## src/rtl/sram_bist_pkg.sv

```systemverilog
// Shared types and March C- element table for the BIST-wrapped SRAM.
// Element properties are returned as single bits; callers replicate them to word width.
package sram_bist_pkg;

  typedef enum logic [2:0] {
    ST_IDLE = 3'd0,
    ST_WR   = 3'd1,
    ST_RD   = 3'd2,
    ST_CHK  = 3'd3,
    ST_DONE = 3'd4
  } bist_state_e;

  localparam logic [2:0] M0 = 3'd0;
  localparam logic [2:0] M1 = 3'd1;
  localparam logic [2:0] M2 = 3'd2;
  localparam logic [2:0] M3 = 3'd3;
  localparam logic [2:0] M4 = 3'd4;
  localparam logic [2:0] M5 = 3'd5;

  function automatic logic elem_is_down(input logic [2:0] e);
    return (e == M3) || (e == M4);
  endfunction

  // Background expected on read: B1 for M2/M4, B0 otherwise
  function automatic logic elem_exp_one(input logic [2:0] e);
    return (e == M2) || (e == M4);
  endfunction

  function automatic logic elem_wr_one(input logic [2:0] e);
    return (e == M1) || (e == M3);
  endfunction

endpackage

```

## src/rtl/sram_bist_march_if.sv

```systemverilog
// Functional SRAM port plus BIST control/status, bundled for the wrapper.
interface sram_bist_march_if #(
  parameter int DATA_W = 4,
  parameter int ADDR_W = 8
);
  logic [DATA_W-1:0] dat_in;
  logic [ADDR_W-1:0] addr_in;
  logic              w_en;
  logic [DATA_W-1:0] read_d;
  logic              bist_start;
  logic              bist_busy;
  logic              bist_done;
  logic              bist_fail;
  logic [ADDR_W-1:0] fail_addr;
  logic [2:0]        fail_elem;

  modport master (
    output dat_in, addr_in, w_en, bist_start,
    input  read_d, bist_busy, bist_done, bist_fail, fail_addr, fail_elem
  );

  modport slave (
    input  dat_in, addr_in, w_en, bist_start,
    output read_d, bist_busy, bist_done, bist_fail, fail_addr, fail_elem
  );
endinterface

```

## src/rtl/sram_param.sv

```systemverilog
// Single-port synchronous SRAM with registered, read-first output.
// Array contents are deliberately not reset; only the output register is.
module sram_param #(
  parameter int DATA_W = 4,
  parameter int ADDR_W = 8
) (
  input  logic              clk,
  input  logic              rst,
  input  logic              we,
  input  logic [ADDR_W-1:0] addr,
  input  logic [DATA_W-1:0] wd,
  output logic [DATA_W-1:0] rd
);
  localparam int DEPTH = 1 << ADDR_W;

  logic [DATA_W-1:0] mem [DEPTH];
  logic [DATA_W-1:0] read_d_d;
  logic [DATA_W-1:0] read_d_q;

  always_ff @(posedge clk) begin
    if (we) mem[addr] <= wd;
  end

  always_comb begin
    read_d_d = mem[addr];
  end

  always_ff @(posedge clk or posedge rst) begin
    if (rst) read_d_q <= '0;
    else     read_d_q <= read_d_d;
  end

  assign rd = read_d_q;
endmodule

```

## src/rtl/sram_bist_march.sv

```systemverilog
// SRAM macro plus March C- BIST controller; functional port owns the array unless busy.
//   state | meaning
//   IDLE  | functional mode, waiting for bist_start
//   WR    | M0: write B0, one address per cycle
//   RD    | issue read of current address
//   CHK   | compare read_d with expected; M1-M4 also write new background
//   DONE  | test finished, done/fail held until next start
module sram_bist_march
  import sram_bist_pkg::*;
#(
  parameter int DATA_W = 4,
  parameter int ADDR_W = 8
) (
  input logic clk,
  input logic rst,
  sram_bist_march_if.slave bus
);
  bist_state_e       state_q, state_d;
  logic [ADDR_W-1:0] addr_q, addr_d;
  logic [2:0]        elem_q, elem_d;
  logic              fail_q, fail_d;
  logic [ADDR_W-1:0] fail_addr_q, fail_addr_d;
  logic [2:0]        fail_elem_q, fail_elem_d;

  logic              busy;
  logic              last;
  logic              mismatch;
  logic [2:0]        elem_nxt;
  logic [ADDR_W-1:0] addr_step;
  logic [DATA_W-1:0] exp_word;
  logic              bist_we;
  logic [DATA_W-1:0] bist_wd;

  logic              mem_we;
  logic [ADDR_W-1:0] mem_addr;
  logic [DATA_W-1:0] mem_wd;
  logic [DATA_W-1:0] mem_rd;

  assign busy = (state_q == ST_WR) || (state_q == ST_RD) || (state_q == ST_CHK);

  always_comb begin
    state_d     = state_q;
    addr_d      = addr_q;
    elem_d      = elem_q;
    fail_d      = fail_q;
    fail_addr_d = fail_addr_q;
    fail_elem_d = fail_elem_q;
    bist_we     = 1'b0;
    bist_wd     = {DATA_W{elem_wr_one(elem_q)}};
    exp_word    = {DATA_W{elem_exp_one(elem_q)}};
    mismatch    = 1'b0;
    elem_nxt    = elem_q + 3'd1;
    last        = elem_is_down(elem_q) ? (addr_q == '0) : (addr_q == '1);
    addr_step   = elem_is_down(elem_q) ? (addr_q - ADDR_W'(1)) : (addr_q + ADDR_W'(1));

    case (state_q)
      ST_IDLE, ST_DONE: begin
        if (bus.bist_start) begin
          state_d     = ST_WR;
          addr_d      = '0;
          elem_d      = M0;
          fail_d      = 1'b0;
          fail_addr_d = '0;
          fail_elem_d = '0;
        end
      end
      ST_WR: begin
        bist_we = 1'b1;
        if (last) begin
          elem_d  = M1;
          addr_d  = '0;
          state_d = ST_RD;
        end else begin
          addr_d = addr_step;
        end
      end
      ST_RD: begin
        state_d = ST_CHK;
      end
      ST_CHK: begin
        mismatch = (mem_rd != exp_word);
        if (mismatch) begin
          fail_d = 1'b1;
          if (!fail_q) begin
            fail_addr_d = addr_q;
            fail_elem_d = elem_q;
          end
        end
        bist_we = (elem_q != M5);
        if (last) begin
          if (elem_q == M5) begin
            state_d = ST_DONE;
          end else begin
            elem_d  = elem_nxt;
            addr_d  = elem_is_down(elem_nxt) ? '1 : '0;
            state_d = ST_RD;
          end
        end else begin
          addr_d  = addr_step;
          state_d = ST_RD;
        end
      end
      default: state_d = ST_IDLE;
    endcase
  end

  always_ff @(posedge clk or posedge rst) begin
    if (rst) begin
      state_q     <= ST_IDLE;
      addr_q      <= '0;
      elem_q      <= '0;
      fail_q      <= 1'b0;
      fail_addr_q <= '0;
      fail_elem_q <= '0;
    end else begin
      state_q     <= state_d;
      addr_q      <= addr_d;
      elem_q      <= elem_d;
      fail_q      <= fail_d;
      fail_addr_q <= fail_addr_d;
      fail_elem_q <= fail_elem_d;
    end
  end

  assign mem_we   = busy ? bist_we : bus.w_en;
  assign mem_addr = busy ? addr_q  : bus.addr_in;
  assign mem_wd   = busy ? bist_wd : bus.dat_in;

  sram_param #(
    .DATA_W(DATA_W),
    .ADDR_W(ADDR_W)
  ) u_mem (
    .clk (clk),
    .rst (rst),
    .we  (mem_we),
    .addr(mem_addr),
    .wd  (mem_wd),
    .rd  (mem_rd)
  );

  assign bus.read_d    = mem_rd;
  assign bus.bist_busy = busy;
  assign bus.bist_done = (state_q == ST_DONE);
  assign bus.bist_fail = fail_q;
  assign bus.fail_addr = fail_addr_q;
  assign bus.fail_elem = fail_elem_q;
endmodule

```

## src/flat_wrapper.sv

```systemverilog
// flat-port wrapper written by rule: the top's interface ports become plain ports
module sram_bist_march_flat import sram_bist_pkg::*;
#(
  parameter int DATA_W = 4,
  parameter int ADDR_W = 8
)
  (clk, rst, bus_dat_in, bus_addr_in, bus_w_en, bus_bist_start, bus_read_d, bus_bist_busy, bus_bist_done, bus_bist_fail, bus_fail_addr, bus_fail_elem);
  sram_bist_march_if #(.DATA_W(DATA_W), .ADDR_W(ADDR_W)) bus_i ();
  input logic clk;
  input logic rst;
  input wire logic [$bits(bus_i.dat_in)-1:0] bus_dat_in;
  input wire logic [$bits(bus_i.addr_in)-1:0] bus_addr_in;
  input wire logic [$bits(bus_i.w_en)-1:0] bus_w_en;
  input wire logic [$bits(bus_i.bist_start)-1:0] bus_bist_start;
  output wire logic [$bits(bus_i.read_d)-1:0] bus_read_d;
  output wire logic [$bits(bus_i.bist_busy)-1:0] bus_bist_busy;
  output wire logic [$bits(bus_i.bist_done)-1:0] bus_bist_done;
  output wire logic [$bits(bus_i.bist_fail)-1:0] bus_bist_fail;
  output wire logic [$bits(bus_i.fail_addr)-1:0] bus_fail_addr;
  output wire logic [$bits(bus_i.fail_elem)-1:0] bus_fail_elem;
  assign bus_i.dat_in = bus_dat_in;
  assign bus_i.addr_in = bus_addr_in;
  assign bus_i.w_en = bus_w_en;
  assign bus_i.bist_start = bus_bist_start;
  assign bus_read_d = bus_i.read_d;
  assign bus_bist_busy = bus_i.bist_busy;
  assign bus_bist_done = bus_i.bist_done;
  assign bus_bist_fail = bus_i.bist_fail;
  assign bus_fail_addr = bus_i.fail_addr;
  assign bus_fail_elem = bus_i.fail_elem;
  sram_bist_march #(.DATA_W(DATA_W), .ADDR_W(ADDR_W)) u_core (.clk(clk), .rst(rst), .bus(bus_i));
endmodule
```

## config.mk

```make
export PLATFORM = sky130hd
export DESIGN_NAME = sram_bist_march_flat
export DESIGN_NICKNAME = d
export VERILOG_FILES = /design/src/rtl/sram_bist_pkg.sv /design/src/rtl/sram_bist_march_if.sv /design/src/rtl/sram_param.sv /design/src/rtl/sram_bist_march.sv /design/src/flat_wrapper.sv
export SDC_FILE = /design/constraint.sdc
export NUM_CORES = 1
export LEC_CHECK = 0
export CAP_MARGIN = 5
export CORE_MARGIN = 5
export CORE_UTILIZATION = 50
export CTS_CLUSTER_DIAMETER = 40
export DETAILED_ROUTE_END_ITERATION = 8
export HOLD_SLACK_MARGIN = 0.12
export PLACE_DENSITY = 0.66
export RECOVER_POWER = 50
export SYNTH_ARGS = -nofsm -noshare
export SYNTH_HDL_FRONTEND = slang
export SYNTH_HIERARCHICAL = 1
export SYNTH_SLANG_ARGS = --single-unit
```

## constraint.sdc

```tcl
create_clock -name clk -period 14.8 [get_ports clk]
set_clock_uncertainty 0.2 [all_clocks]
set_input_delay 2.96 -clock clk [delete_from_list [all_inputs] [get_ports clk]]
set_output_delay 2.96 -clock clk [all_outputs]
set_load 0.02 [all_outputs]
```

==> impl_metrics.csv <==
group,metric,value,unit
clock_network,ctsLongestPathBuffers,3,
worst_setup_path,cp-start-kind,"primary input",
outcome,violations,"max-capacitance violations, max-slew violations",
sta,worst_pin_slew,4.92,ns
die,core_area,0.0834,sq mm
placement,place.gp.congestion,0.829,
worst_setup_path,cp-end-kind,"flip-flop",
die,die_h,299,um
grt,antenna_found_initial,0,
route,drt_first_pass_iters,5,
placement,port-buffer-count,33,
clock_network,cts-root-buf,"clkbuf_16",
synth,synth_nets,2196,
sta,finalSetupTns,0,ns
cells_and_area,final_layout_size_suffix_gt1_frac,0.221,
grt,grt_max_degree,257,
grt,grt_pass1_wl,141000,um
synth,synth_edf_count,1024,
power_and_ir_drop,power,8.64,mW
sta,hold_viol_final,0,
route,drtAntennaViolNets,0,
cells_and_area,final_nets,2241,
worst_setup_path,crit_path_frequent_cell,"nor2_1",
cells_and_area,final_util,0.568,
route,routed_via_density,6.23,
die,initial_core_util,0.502,
synth,syn_inst,2167,
die,ios,34,
hold_path,holdCritPathClass,"reg2reg",
sta,finalCritPeriodShare,0.721,
worst_setup_path,cp-startpoint,"bus_dat_in[3]",
route,drcViolationCount,0,
outcome,status,"finished with violations",
clock_network,numCtsBuffers,119,
synth,yosysMostFrequentCell,"edfxtp_1",
clock_network,cts_setup_buffers,0,
synth,syn_area,0.0419,sq mm
clock_network,path_clk_slew,0.06,ns
sta,setup_slack,4.12,ns
route,avgRoutedWirePerCell,27.7,um
synth,ys.flop_type,"edfxtp_1",
route,drtIter0Drc,2123,
die,row_count,106,
route,dr_total_vias,21100,
worst_setup_path,crit_required,14.94,ns
sta,setup_violations,0,
sta,fmax,93.7,MHz
synth,syn_area_per_cell,19.3,sq um
clock_network,h-tree-depth,3,
synth,synth.area.top_cells,"edfxtp_1 (73%), mux4_2 (14%), a22oi_1 (2.3%)",
sta,min_period,10.68,ns
flow_run,maxCapViolCount,7,
placement,hpwl,54700,um
clock_network,ctsHoldBuffers,0,
clock_network,cts_tree,"yes",
synth,netlist.area_leader.share,0.734,
worst_setup_path,path_cells,"dlygate4sd3_1, nor2_1, nor2_1, clkbuf_1, buf_4",
worst_setup_path,r2r_start,"u_core/state_q[1]",
power_and_ir_drop,ir_worst_vdd,0.147,mV
worst_setup_path,crit_buf_inv,3,
placement,dp_slack,6.04,ns
die,die_x,299,um
cells_and_area,syn_to_final_growth,13.1,%
clock_network,clk_latency,0.68,ns
cells_and_area,nFillCells,6043,
synth,yosysUniqueCellTypes,54,
synth,synth-seq-area-share,0.752,
worst_setup_path,cp_max_fo,119,
cells_and_area,insertedDiodeCount,0,
worst_setup_path,crit_type,"in2reg",
grt,first_global_vias,21800,
worst_setup_path,arrival,10.82,ns
hold_path,hp-start,"u_core/bus.fail_elem[0]",
sta,rsz0062_at_grt,"false",
clock_network,cts_sinks,1054,
clock_network,post_cts_resized,0,
sta,maxSlewHeadroom,-2.28,
worst_setup_path,slowest_delay,3.60,ns
die,dieArea,0.0897,sq mm
route,drt-total-wl,94000,um
synth,synth-seq-cells,1054,
sta,slew_violations,574,
synth,yosys-top-cells-count,"edfxtp_1 (1024), mux4_2 (256), nor2_1 (246), a22oi_1 (130), clkbuf_1 (92)",
grt,grtUsageTotal,0.210,
synth,ys_warn_count,6,
grt,grt_overflow,0,
synth,ys_async_sr_fraction,0.0285,
power_and_ir_drop,p_leak,14.9,nW
worst_setup_path,crit_slowest_cell,"clkbuf_1",
synth,synth_area_leader_cell,"edfxtp_1",
worst_setup_path,cp_top_family,"buffers and inverters",
power_and_ir_drop,power.density,182,mW/mm^2
## metrics by stage
stage                     instance area [sq um]  hold WS [ns]  std cells
final                                     47400         0.306       3395
after detailed placement                  43300         0.299       3171
after global placement                    43300         0.302       3171
after CTS                                 47500         0.315       3395
after floorplan                           41900         0.297       2167
after global routing                      47400         0.335       3395
## flip-flops by register name (all words and copies together), names as in the netlist
register	flops
u_core/u_mem/mem	1024
u_core/addr_q	8
u_core/bus.fail_addr	8
u_core/u_mem/rd	4
u_core/bus.fail_elem	3
u_core/elem_q	3
u_core/state_q	3
u_core/bus.bist_fail	1
## worst register-to-register path: cells and delay by family, from the launching register on
kind	cells	cell delay, ns
buffers and inverters	3	5.28
flip-flops	1	0.51
AND/OR/NAND/NOR	4	3.04
## area by class of cell
class / count / area, sq um / share of cell area
Clock inverter: 89 / 1050 / 0.0221
Clock buffer: 135 / 3120 / 0.0659
Inverter: 11 / 46.3 / 0.000977
Timing Repair Buffer: 70 / 627 / 0.0132
Multi-Input combinational cell: 956 / 9700 / 0.205
Tap cell: 1080 / 1350 / 0.0285
Sequential cell: 1054 / 31500 / 0.665
## kinds of logic after synthesis
family | synth area share
flops | 0.752
simple gates | 0.0424
mux | 0.142
compound gates | 0.0414
buf+inv | 0.0177
fa+ha+maj | 0.00406
xor+xnor | 0.000627
## final timing paths
path	endpoint	slack [ns]	cells after the start
max	u_core/u_mem/mem[132][3]	4.12	5
min	u_core/bus.fail_elem[0]	0.31	2
max reg2reg	u_core/u_mem/mem[132][3]	5.35	7
min reg2reg	u_core/bus.fail_elem[0]	0.31	2
max in group asynchronous	u_core/addr_q[6]	10.96	2
min in group asynchronous	u_core/u_mem/rd[0]	2.51	2
## where the power goes
part           total (mW)  internal (mW)  switching (mW)
clock network        3.04           1.85            1.19
logic                2.17          0.889            1.28
registers            3.43           3.39          0.0458
total                8.64           6.12            2.52
## routing by layer
layer	vias to the layer above	wire length, um	global-route usage
met5	-	0	0
met4	0	2250	0.0613
met3	148	7640	0.0379
met2	943	47200	0.349
met1	11100	36900	0.289
li1	8984	-	-
## cell usage in the layout (no fill, tap or decap), drive strengths merged, types with 4 or more instances in the layout
cell / count
nand2: 67
nor2: 246
clkinvlp: 14
clkdlybuf4s50: 8
nor3: 33
clkbuf: 140
edfxtp: 1024
a22oi: 130
clkinv: 39
mux2: 13
nor2b: 9
ha: 12
inv: 29
o21ai: 17
mux4: 256
nand2b: 8
dlygate4sd3: 25
nand4: 7
dfrtp: 30
nand3: 22
bufinv: 18
a21oi: 72
buf: 32
and2: 4
o41ai: 12
or4: 4
o211ai: 4
nor4: 4
No activity file was read; power rests on OpenSTA's default activity.
